$ cat src/rtl/odd_even_seq_arbiter_if.sv
// odd_even_seq_arbiter_if: request side and shared sequence outputs of the arbiter
interface odd_even_seq_arbiter_if #(parameter int N = 4, parameter int W = 4, parameter int LW = 4);
  logic [N-1:0] req;
  logic [N-1:0] req_odd;
  logic [N*LW-1:0] req_len;
  logic hold;
  logic [N-1:0] gnt;
  logic busy;
  logic [W-1:0] cnt;
  logic cnt_vld;
  logic last;
  logic done;
  logic aborted;
  modport master(output req, req_odd, req_len, hold, input gnt, busy, cnt, cnt_vld, last, done, aborted);
  modport slave(input req, req_odd, req_len, hold, output gnt, busy, cnt, cnt_vld, last, done, aborted);
endinterface

$ cat src/rtl/odd_even_seq_arbiter.sv
// odd_even_seq_arbiter: round-robin sharing of one odd/even step-by-2 counter among N clients
module odd_even_seq_arbiter #(parameter int N = 4, parameter int W = 4, parameter int LW = 4) (
  input logic clk,
  input logic rst,
  odd_even_seq_arbiter_if.slave bus
);
  localparam int PW = $clog2(N);
  typedef enum logic [1:0] {IDLE, RUN, DONE} state_t;
  state_t st, st_nx;
  logic [PW-1:0] ptr, win, sel, j;
  logic [W-1:0] cnt;
  logic [LW-1:0] rem;
  logic ab, vld, lst, abt;
  // first requester at or after ptr; scanning downward lets the nearest offset win
  always_comb begin
    sel = ptr;
    j = '0;
    for (int i = N - 1; i >= 0; i--) begin
      j = PW'((int'(ptr) + i) % N);
      if (bus.req[j]) sel = j;
    end
  end
  // state register
  always_ff @(posedge clk or negedge rst)
    if (!rst) st <= IDLE;
    else st <= st_nx;
  // next state and outputs; a dropped request ends the burst even while held
  always_comb begin
    vld = st == RUN && !bus.hold && bus.req[win];
    lst = vld && rem == '0;
    abt = st == RUN && !bus.req[win];
    st_nx = st == IDLE ? (|bus.req ? RUN : IDLE) : st == RUN ? ((abt || lst) ? DONE : RUN) : IDLE;
    bus.gnt = st == RUN ? N'(1) << win : '0;
    bus.busy = st != IDLE;
    bus.cnt = cnt;
    bus.cnt_vld = vld;
    bus.last = lst;
    bus.done = st == DONE;
    bus.aborted = st == DONE && ab;
  end
  // grant latch, counter datapath and rotation pointer
  always_ff @(posedge clk or negedge rst)
    if (!rst) begin
      ptr <= '0;
      win <= '0;
      cnt <= '0;
      rem <= '0;
      ab <= 1'b0;
    end else begin
      if (st == IDLE && |bus.req) begin
        win <= sel;
        rem <= bus.req_len[int'(sel) * LW +: LW];
        cnt <= W'(bus.req_odd[sel]);
      end
      if (vld && rem != '0) begin
        cnt <= cnt + W'(2);
        rem <= rem - LW'(1);
      end
      if (abt) ab <= 1'b1;
      else if (lst) ab <= 1'b0;
      if (st == DONE) ptr <= win == PW'(N - 1) ? '0 : win + PW'(1);
    end
endmodule
$ cat src/flat_wrapper.sv
// flat-port wrapper written by rule: the top's interface ports become plain ports
module odd_even_seq_arbiter_flat 
#(parameter int N = 4, parameter int W = 4, parameter int LW = 4)
  (clk, rst, bus_req, bus_req_odd, bus_req_len, bus_hold, bus_gnt, bus_busy, bus_cnt, bus_cnt_vld, bus_last, bus_done, bus_aborted);
  odd_even_seq_arbiter_if #(.N(N), .W(W), .LW(LW)) bus_i ();
  input logic clk;
  input logic rst;
  input wire logic [$bits(bus_i.req)-1:0] bus_req;
  input wire logic [$bits(bus_i.req_odd)-1:0] bus_req_odd;
  input wire logic [$bits(bus_i.req_len)-1:0] bus_req_len;
  input wire logic [$bits(bus_i.hold)-1:0] bus_hold;
  output wire logic [$bits(bus_i.gnt)-1:0] bus_gnt;
  output wire logic [$bits(bus_i.busy)-1:0] bus_busy;
  output wire logic [$bits(bus_i.cnt)-1:0] bus_cnt;
  output wire logic [$bits(bus_i.cnt_vld)-1:0] bus_cnt_vld;
  output wire logic [$bits(bus_i.last)-1:0] bus_last;
  output wire logic [$bits(bus_i.done)-1:0] bus_done;
  output wire logic [$bits(bus_i.aborted)-1:0] bus_aborted;
  assign bus_i.req = bus_req;
  assign bus_i.req_odd = bus_req_odd;
  assign bus_i.req_len = bus_req_len;
  assign bus_i.hold = bus_hold;
  assign bus_gnt = bus_i.gnt;
  assign bus_busy = bus_i.busy;
  assign bus_cnt = bus_i.cnt;
  assign bus_cnt_vld = bus_i.cnt_vld;
  assign bus_last = bus_i.last;
  assign bus_done = bus_i.done;
  assign bus_aborted = bus_i.aborted;
  odd_even_seq_arbiter #(.N(N), .W(W), .LW(LW)) u_core (.clk(clk), .rst(rst), .bus(bus_i));
endmodule
$ cat config.mk
export PLATFORM = sky130hd
export DESIGN_NAME = odd_even_seq_arbiter_flat
export DESIGN_NICKNAME = d
export VERILOG_FILES = /design/src/rtl/odd_even_seq_arbiter_if.sv /design/src/rtl/odd_even_seq_arbiter.sv /design/src/flat_wrapper.sv
export SDC_FILE = /design/constraint.sdc
export NUM_CORES = 1
export LEC_CHECK = 0
export ABC_CLOCK_PERIOD_IN_PS = 2200
export CORE_MARGIN = 3
export CORE_UTILIZATION = 46
export CTS_BUF_LIST = sky130_fd_sc_hd__clkbuf_4 sky130_fd_sc_hd__clkbuf_8
export CTS_CLUSTER_SIZE = 8
export DETAILED_ROUTE_END_ITERATION = 16
export PLACE_DENSITY = 0.84
export SYNTH_ARGS = -nofsm -noshare
export SYNTH_HDL_FRONTEND = slang
export SYNTH_SLANG_ARGS = --single-unit
$ cat constraint.sdc
create_clock -name clk -period 2.2 [get_ports clk]
set_input_delay 0.33 -clock clk [delete_from_list [all_inputs] [get_ports clk]]
set_output_delay 0.33 -clock clk [all_outputs]
set_load 0.005 [all_outputs]
Yosys cells after proc, flatten, opt, wreduce, memory -nomap -nowiden
Cells that the tools add are included.
{"block": "op_classes", "addsub": 6, "mux": 28, "eq_ne": 3, "reduce_logical": 17, "shifts": 2, "n_lt_le_gt_ge": 6}
{"cell": "4-bit two-way mux", "n": 5}
{"cell": "2-bit by 3-bit less-than comparator with 1-bit output (second input constant)", "n": 6}
{"cell": "2-bit two-way mux", "n": 8}
{"cell": "16-bit by 5-bit variable part select with 4-bit output", "n": 1}
{"cell": "1-bit binary-select mux with 2-bit select", "n": 6}
{"cell": "1-bit two-way mux", "n": 9}
{"cell": "1-bit logical AND", "n": 7}
{"cell": "2-bit nonzero test", "n": 3}
{"cell": "2-bit by 1-bit adder with 2-bit output (second input constant)", "n": 2}
{"cell": "2-bit adder (second input constant)", "n": 2}
{"cell": "4-bit by 2-bit adder with 4-bit output (second input constant)", "n": 1}
{"cell": "2-bit == test (second input constant)", "n": 2}
{"cell": "4-bit logical NOT", "n": 1}
{"cell": "4-bit nonzero test", "n": 1}
{"cell": "4-bit OR reduction", "n": 1}
{"cell": "1-bit by 2-bit left shift with 4-bit output (first input constant)", "n": 1}
{"cell": "4-bit by 1-bit subtractor with 4-bit output (second input constant)", "n": 1}
{"cell": "2-bit by 1-bit == test with 1-bit output (second input constant)", "n": 1}
{"cell": "1-bit logical NOT", "n": 2}
{"cell": "2-bit logical NOT", "n": 1}
{"cell": "1-bit logical OR", "n": 1}
{"block": "word_totals", "reg_bits": 15, "elab_cells": 68, "out_inout_bits": 13}

Logic depth before layout (Yosys ltp)
Gate-level depths: netlist of run 1.
{"block": "depth", "depth_word": 11, "depth_mapped": 7}

Least setup slack after synthesis of run 1
Ideal clock, no wire load.
{"block": "synth_timing", "kind": "register to output", "from": "reg u_core.rem[0]", "to": "out bus_last", "slack_ns": 0.412, "arrival_ns": 1.458, "path_stages_with_launch": 6, "cell_sequence": "dfrtp_1 inv_1 ha_1 or3b_2 or2_2 nor2_1"}
{"block": "synth_between", "elab_chain_len": 2}
{"element": "start, declared", "line": "odd_even_seq_arbiter.sv:12", "text": "logic [LW-1:0] rem;"}
{"element": "start signal, assigned", "line": "odd_even_seq_arbiter.sv:52", "text": "rem <= bus.req_len[int'(sel) * LW +: LW];"}
{"element": "start signal, assigned", "line": "odd_even_seq_arbiter.sv:57", "text": "rem <= rem - LW'(1);"}
{"element": "4-bit logical NOT", "line": "odd_even_seq_arbiter.sv:30", "text": "lst = vld && rem == '0;"}
{"element": "1-bit logical AND", "line": "odd_even_seq_arbiter.sv:30"}
{"element": "end, declared", "line": "flat_wrapper.sv:16", "text": "output wire logic [$bits(bus_i.last)-1:0] bus_last;"}
No other way between the ends.

Worst setup path in the final report of run 1
Same ends and word-level chain as after synthesis.

==> impl_results.md, run 1 <==
- Normalized max-slew margin: 52.8%
- Crit end category: primary output
- Fin. Hold Viols: 0
- Leakage: 0.752 nW
- Layout fillers: 165
- Initial antenna violation count: 0
- Avg Vias per Cell: 5.52
- CP peak stage delay: 0.41 ns
- Clock-pin slew on the worst setup and hold paths: 0.10 ns
- Min Hold Slack: 0.443 ns
- Clock Tree Root: clkbuf_4
- Clock tree from TritonCTS: done
- Htree depth: 1
- Max Clock Skew: 0.00186 ns
- Non-Filler Instances: 205
- Peak supply drop: 0.749 mV
- RSZ-0062 raised after global routing: false
- Cell Area, Synth: 1100 µm²
- Achievable Freq: 481 MHz
- Final WL: 2.83 mm
- Drt wl/cell: 13.8 µm
- P_sw: 0.000761 W
- Post-Layout Inst Area: 1700 µm²
- Sequential area share after synthesis: 34.2%
- Placed inst area: 1640 µm²
- Inserted Diodes: 0
- Final net count: 211
- Initial core utilization: 49.2%
- Hpwl dp: 2.26 mm
- Met1 Use GR: 24.8%
- Core footprint: 2230 µm²
- Area Growth Syn to Fin: 54.3%
- Comb pwr share: 63.4%
- GR Util All Layers: 20.5%
- Number of buffers created by CTS: 3
- Share of layout cells above drive strength 1: 23.7%
- P per Cell Area: 1130 nW/µm²
- Clock Power Share: 9.1%
- Die H: 54.9 µm
- Switch share: 39.8%
- Most used routing layer: met2
- Synth unique cells: 41
- Largest net degree at the start of global routing: 16
- Final core occ: 75.9%
- Port Buffers: 39
- GRT met2 Usage: 36.0%
- Final Critical Period: 2.08 ns
- Vias in the first global route: 1070
- Crit path cell chain: inv_2 -> ha_4 -> or3b_4 -> or2_4 -> nor2_1 -> buf_2
- Top-level I/O count: 40
- Commonest non-fill, non-tap cell in the layout: clkdlybuf4s50_1
- DR pass1 iterations: 4
- Hold Path Class: input pin to async pin
- # clock sinks: 15
- Final period util: 94.5%
- MaxCap Viol Count: 0
- # setup viols final: 0
- Cell internal pwr: 0.00115 W
- Row cnt: 17
- DR iter-0 viols: 25
- Post-synthesis cell count: 117
- # DRC: 0
- Final ANT Viol Nets: 0
- Worst slew pin tran: 0.706 ns
- Yosys warnings: 0
- Status: finished clean
- Critical-path top delay cell: dfrtp_1
- GR Layer Usage met3: 2.72%
- Critical path class: flip-flop to primary output
- Horiz. Die Dim: 54.9 µm
- Final Max Tran Viols: 0
- Yosys reg bits: 15
- Syn Area/Cell: 9.39 µm²
- Skew-Pair Late Insertion Delay: 0.30 ns
- GPL Wtd Cong: 0.773
- Setup TNS: 0 ns
- Syn nets: 150
- Crit-path max FO: 3
- Die outline area: 3010 µm²
- Worst path required time: 1.87 ns
- Clk buf depth: 2
- Total grt overflow: 0
- Via count: 1132
- First-pass GRT wire length: 4.41 mm
- Most frequent cells in the layout: clkdlybuf4s50_1 (37), buf_4 (19), dfrtp_1 (15)
- Crit path launch type: flip-flop
- Placed cells: 200
- Worst endpoint data arrival time: 1.75 ns
- Sequential Power Share: 27.5%
==> timing repair <==
item,CTS,global route
buffers inserted,1,0
hold buffers,0,0
resized for setup,10,3
setup endpoints to repair,2,2
pin swaps,1,1
hold endpoints to repair,0,0
==> power groups by stage <==
stage | logic, W | registers, W | clock network [W]
2_1_floorplan | 0.000662 | 0.000498 | 0
3_3_place_gp | 0.00111 | 0.000514 | 0
3_5_place_dp | 0.00116 | 0.000527 | 0
4_1_cts | 0.00120 | 0.000522 | 0.000179
5_1_grt | 0.00133 | 0.000540 | 0.000188
6_report | 0.00121 | 0.000526 | 0.000173
==> path summary, 6_finish.rpt <==
kind / start / to / slack, ns / depth (start not counted)
worst max-delay path: u_core.rem[0] / bus_last / 0.12 / 6
worst min-delay path: rst / u_core.win[1] / 0.44 / 1
worst max register to register: u_core.rem[0] / u_core.rem[0] / 0.36 / 8
worst min register to register: u_core.bus.cnt[3] / u_core.bus.cnt[3] / 0.50 / 1
max in group asynchronous: rst / u_core.rem[3] / 1.31 / 1
min in group clk: u_core.bus.cnt[3] / u_core.bus.cnt[3] / 0.50 / 1
==> state kept, by name, summed over array words and instances, names as in the netlist <==
signal,cells
u_core.st,2
u_core.rem,4
u_core.ab,1
u_core.bus.cnt,4
u_core.ptr,2
u_core.win,2
==> critical path: cells and delay by family, from the launching register on <==
kind,cells,cell delay (ns)
adder cells (fa/ha/maj),1,0.13
buffers and inverters,2,0.22
flip-flops,1,0.41
AND/OR/NAND/NOR,3,0.69
==> synth_stat cells <==
| library cell | instances | area, µm² |
|---|---|---|
| a2111o_1 | 1 | 11.3 |
| a211o_1 | 1 | 8.76 |
| a21boi_0 | 1 | 7.51 |
| a21boi_1 | 1 | 7.51 |
| a21oi_1 | 4 | 20.0 |
| a221o_1 | 1 | 10.0 |
| a31o_2 | 1 | 8.76 |
| a31oi_1 | 1 | 6.26 |
| and2_1 | 6 | 37.5 |
| and2_4 | 1 | 8.76 |
| buf_6 | 1 | 11.3 |
| clkbuf_1 | 1 | 3.75 |
| dfrtp_1 | 15 | 375 |
| ha_1 | 6 | 75.1 |
| inv_1 | 8 | 30.0 |
| mux2_2 | 3 | 33.8 |
| mux2_4 | 1 | 15.0 |
| mux2i_1 | 6 | 60.1 |
| mux4_1 | 1 | 26.3 |
| nand2_1 | 6 | 22.5 |
| nand2b_1 | 3 | 18.8 |
| nand3_1 | 3 | 15.0 |
| nand4_1 | 2 | 12.5 |
| nand4b_2 | 1 | 15.0 |
| nor2_1 | 9 | 33.8 |
| nor2b_1 | 5 | 31.3 |
| nor3_1 | 1 | 5.00 |
| nor3b_1 | 1 | 7.51 |
| nor4_1 | 1 | 6.26 |
| o211a_1 | 1 | 10.0 |
| o211ai_1 | 2 | 15.0 |
| o21ai_0 | 8 | 40.0 |
| o21ai_1 | 1 | 5.00 |
| o21bai_1 | 1 | 7.51 |
| o21bai_2 | 1 | 11.3 |
| o221ai_1 | 3 | 26.3 |
| o22ai_1 | 1 | 6.26 |
| o31ai_1 | 1 | 7.51 |
| o41a_1 | 1 | 11.3 |
| or2_2 | 4 | 25.0 |
| or3b_2 | 1 | 8.76 |
==> routing by layer <==
| layer | vias to the layer above | share of wire, % |
|---|---|---|
| li1 | 544 | - |
| met1 | 546 | 40 |
| met2 | 38 | 53 |
| met3 | 4 | 5.8 |
| met4 | 0 | 1.4 |
| met5 | - | 0 |
==> stage by stage <==
| stage | setup WS, ns | power [W] |
|---|---|---|
| 3_5_place_dp | -0.130 | 0.00168 |
| 2_1_floorplan | 0.412 | 0.00116 |
| 3_3_place_gp | -0.0559 | 0.00162 |
| 6_report | 0.120 | 0.00191 |
| 5_1_grt | 0.0365 | 0.00206 |
| 4_1_cts | 0.00813 | 0.00190 |
==> area by class of cell <==
type	count	area, µm²	share of cell area, %
clock buffer	3	22.5	1.33
clock inverter	1	5.00	0.295
inverter	8	30.0	1.77
multi-input combinational	92	697	41.1
sequential	15	375	22.1
tap	28	35.0	2.07
timing repair buffer	58	531	31.3
==> logic make-up (layout without fill, tap and decap cells) <==
kind of cell    count (synthesis)  in the layout  synth area share, %
compound gates                 31             31                 20.0
buf+inv                        10             70                 4.10
simple gates                   44             44                 22.6
flops                          15             15                 34.2
mux                            11             11                 12.3
fa+ha+maj                       6              6                 6.83
No activity file was read; power rests on OpenSTA's default activity.
==> inputs of run 2 (changes only) <==
Settings changed: HOLD_SLACK_MARGIN from default to 0.06.
==> results of run 2 <==
No change in the layout: final DEF, timing and power equal those of run 1.
==> inputs of run 3 (changes only) <==
Settings changed: SLEW_MARGIN from default to 10.
==> results of run 3 <==
No change in the layout: final DEF, timing and power equal those of run 1.
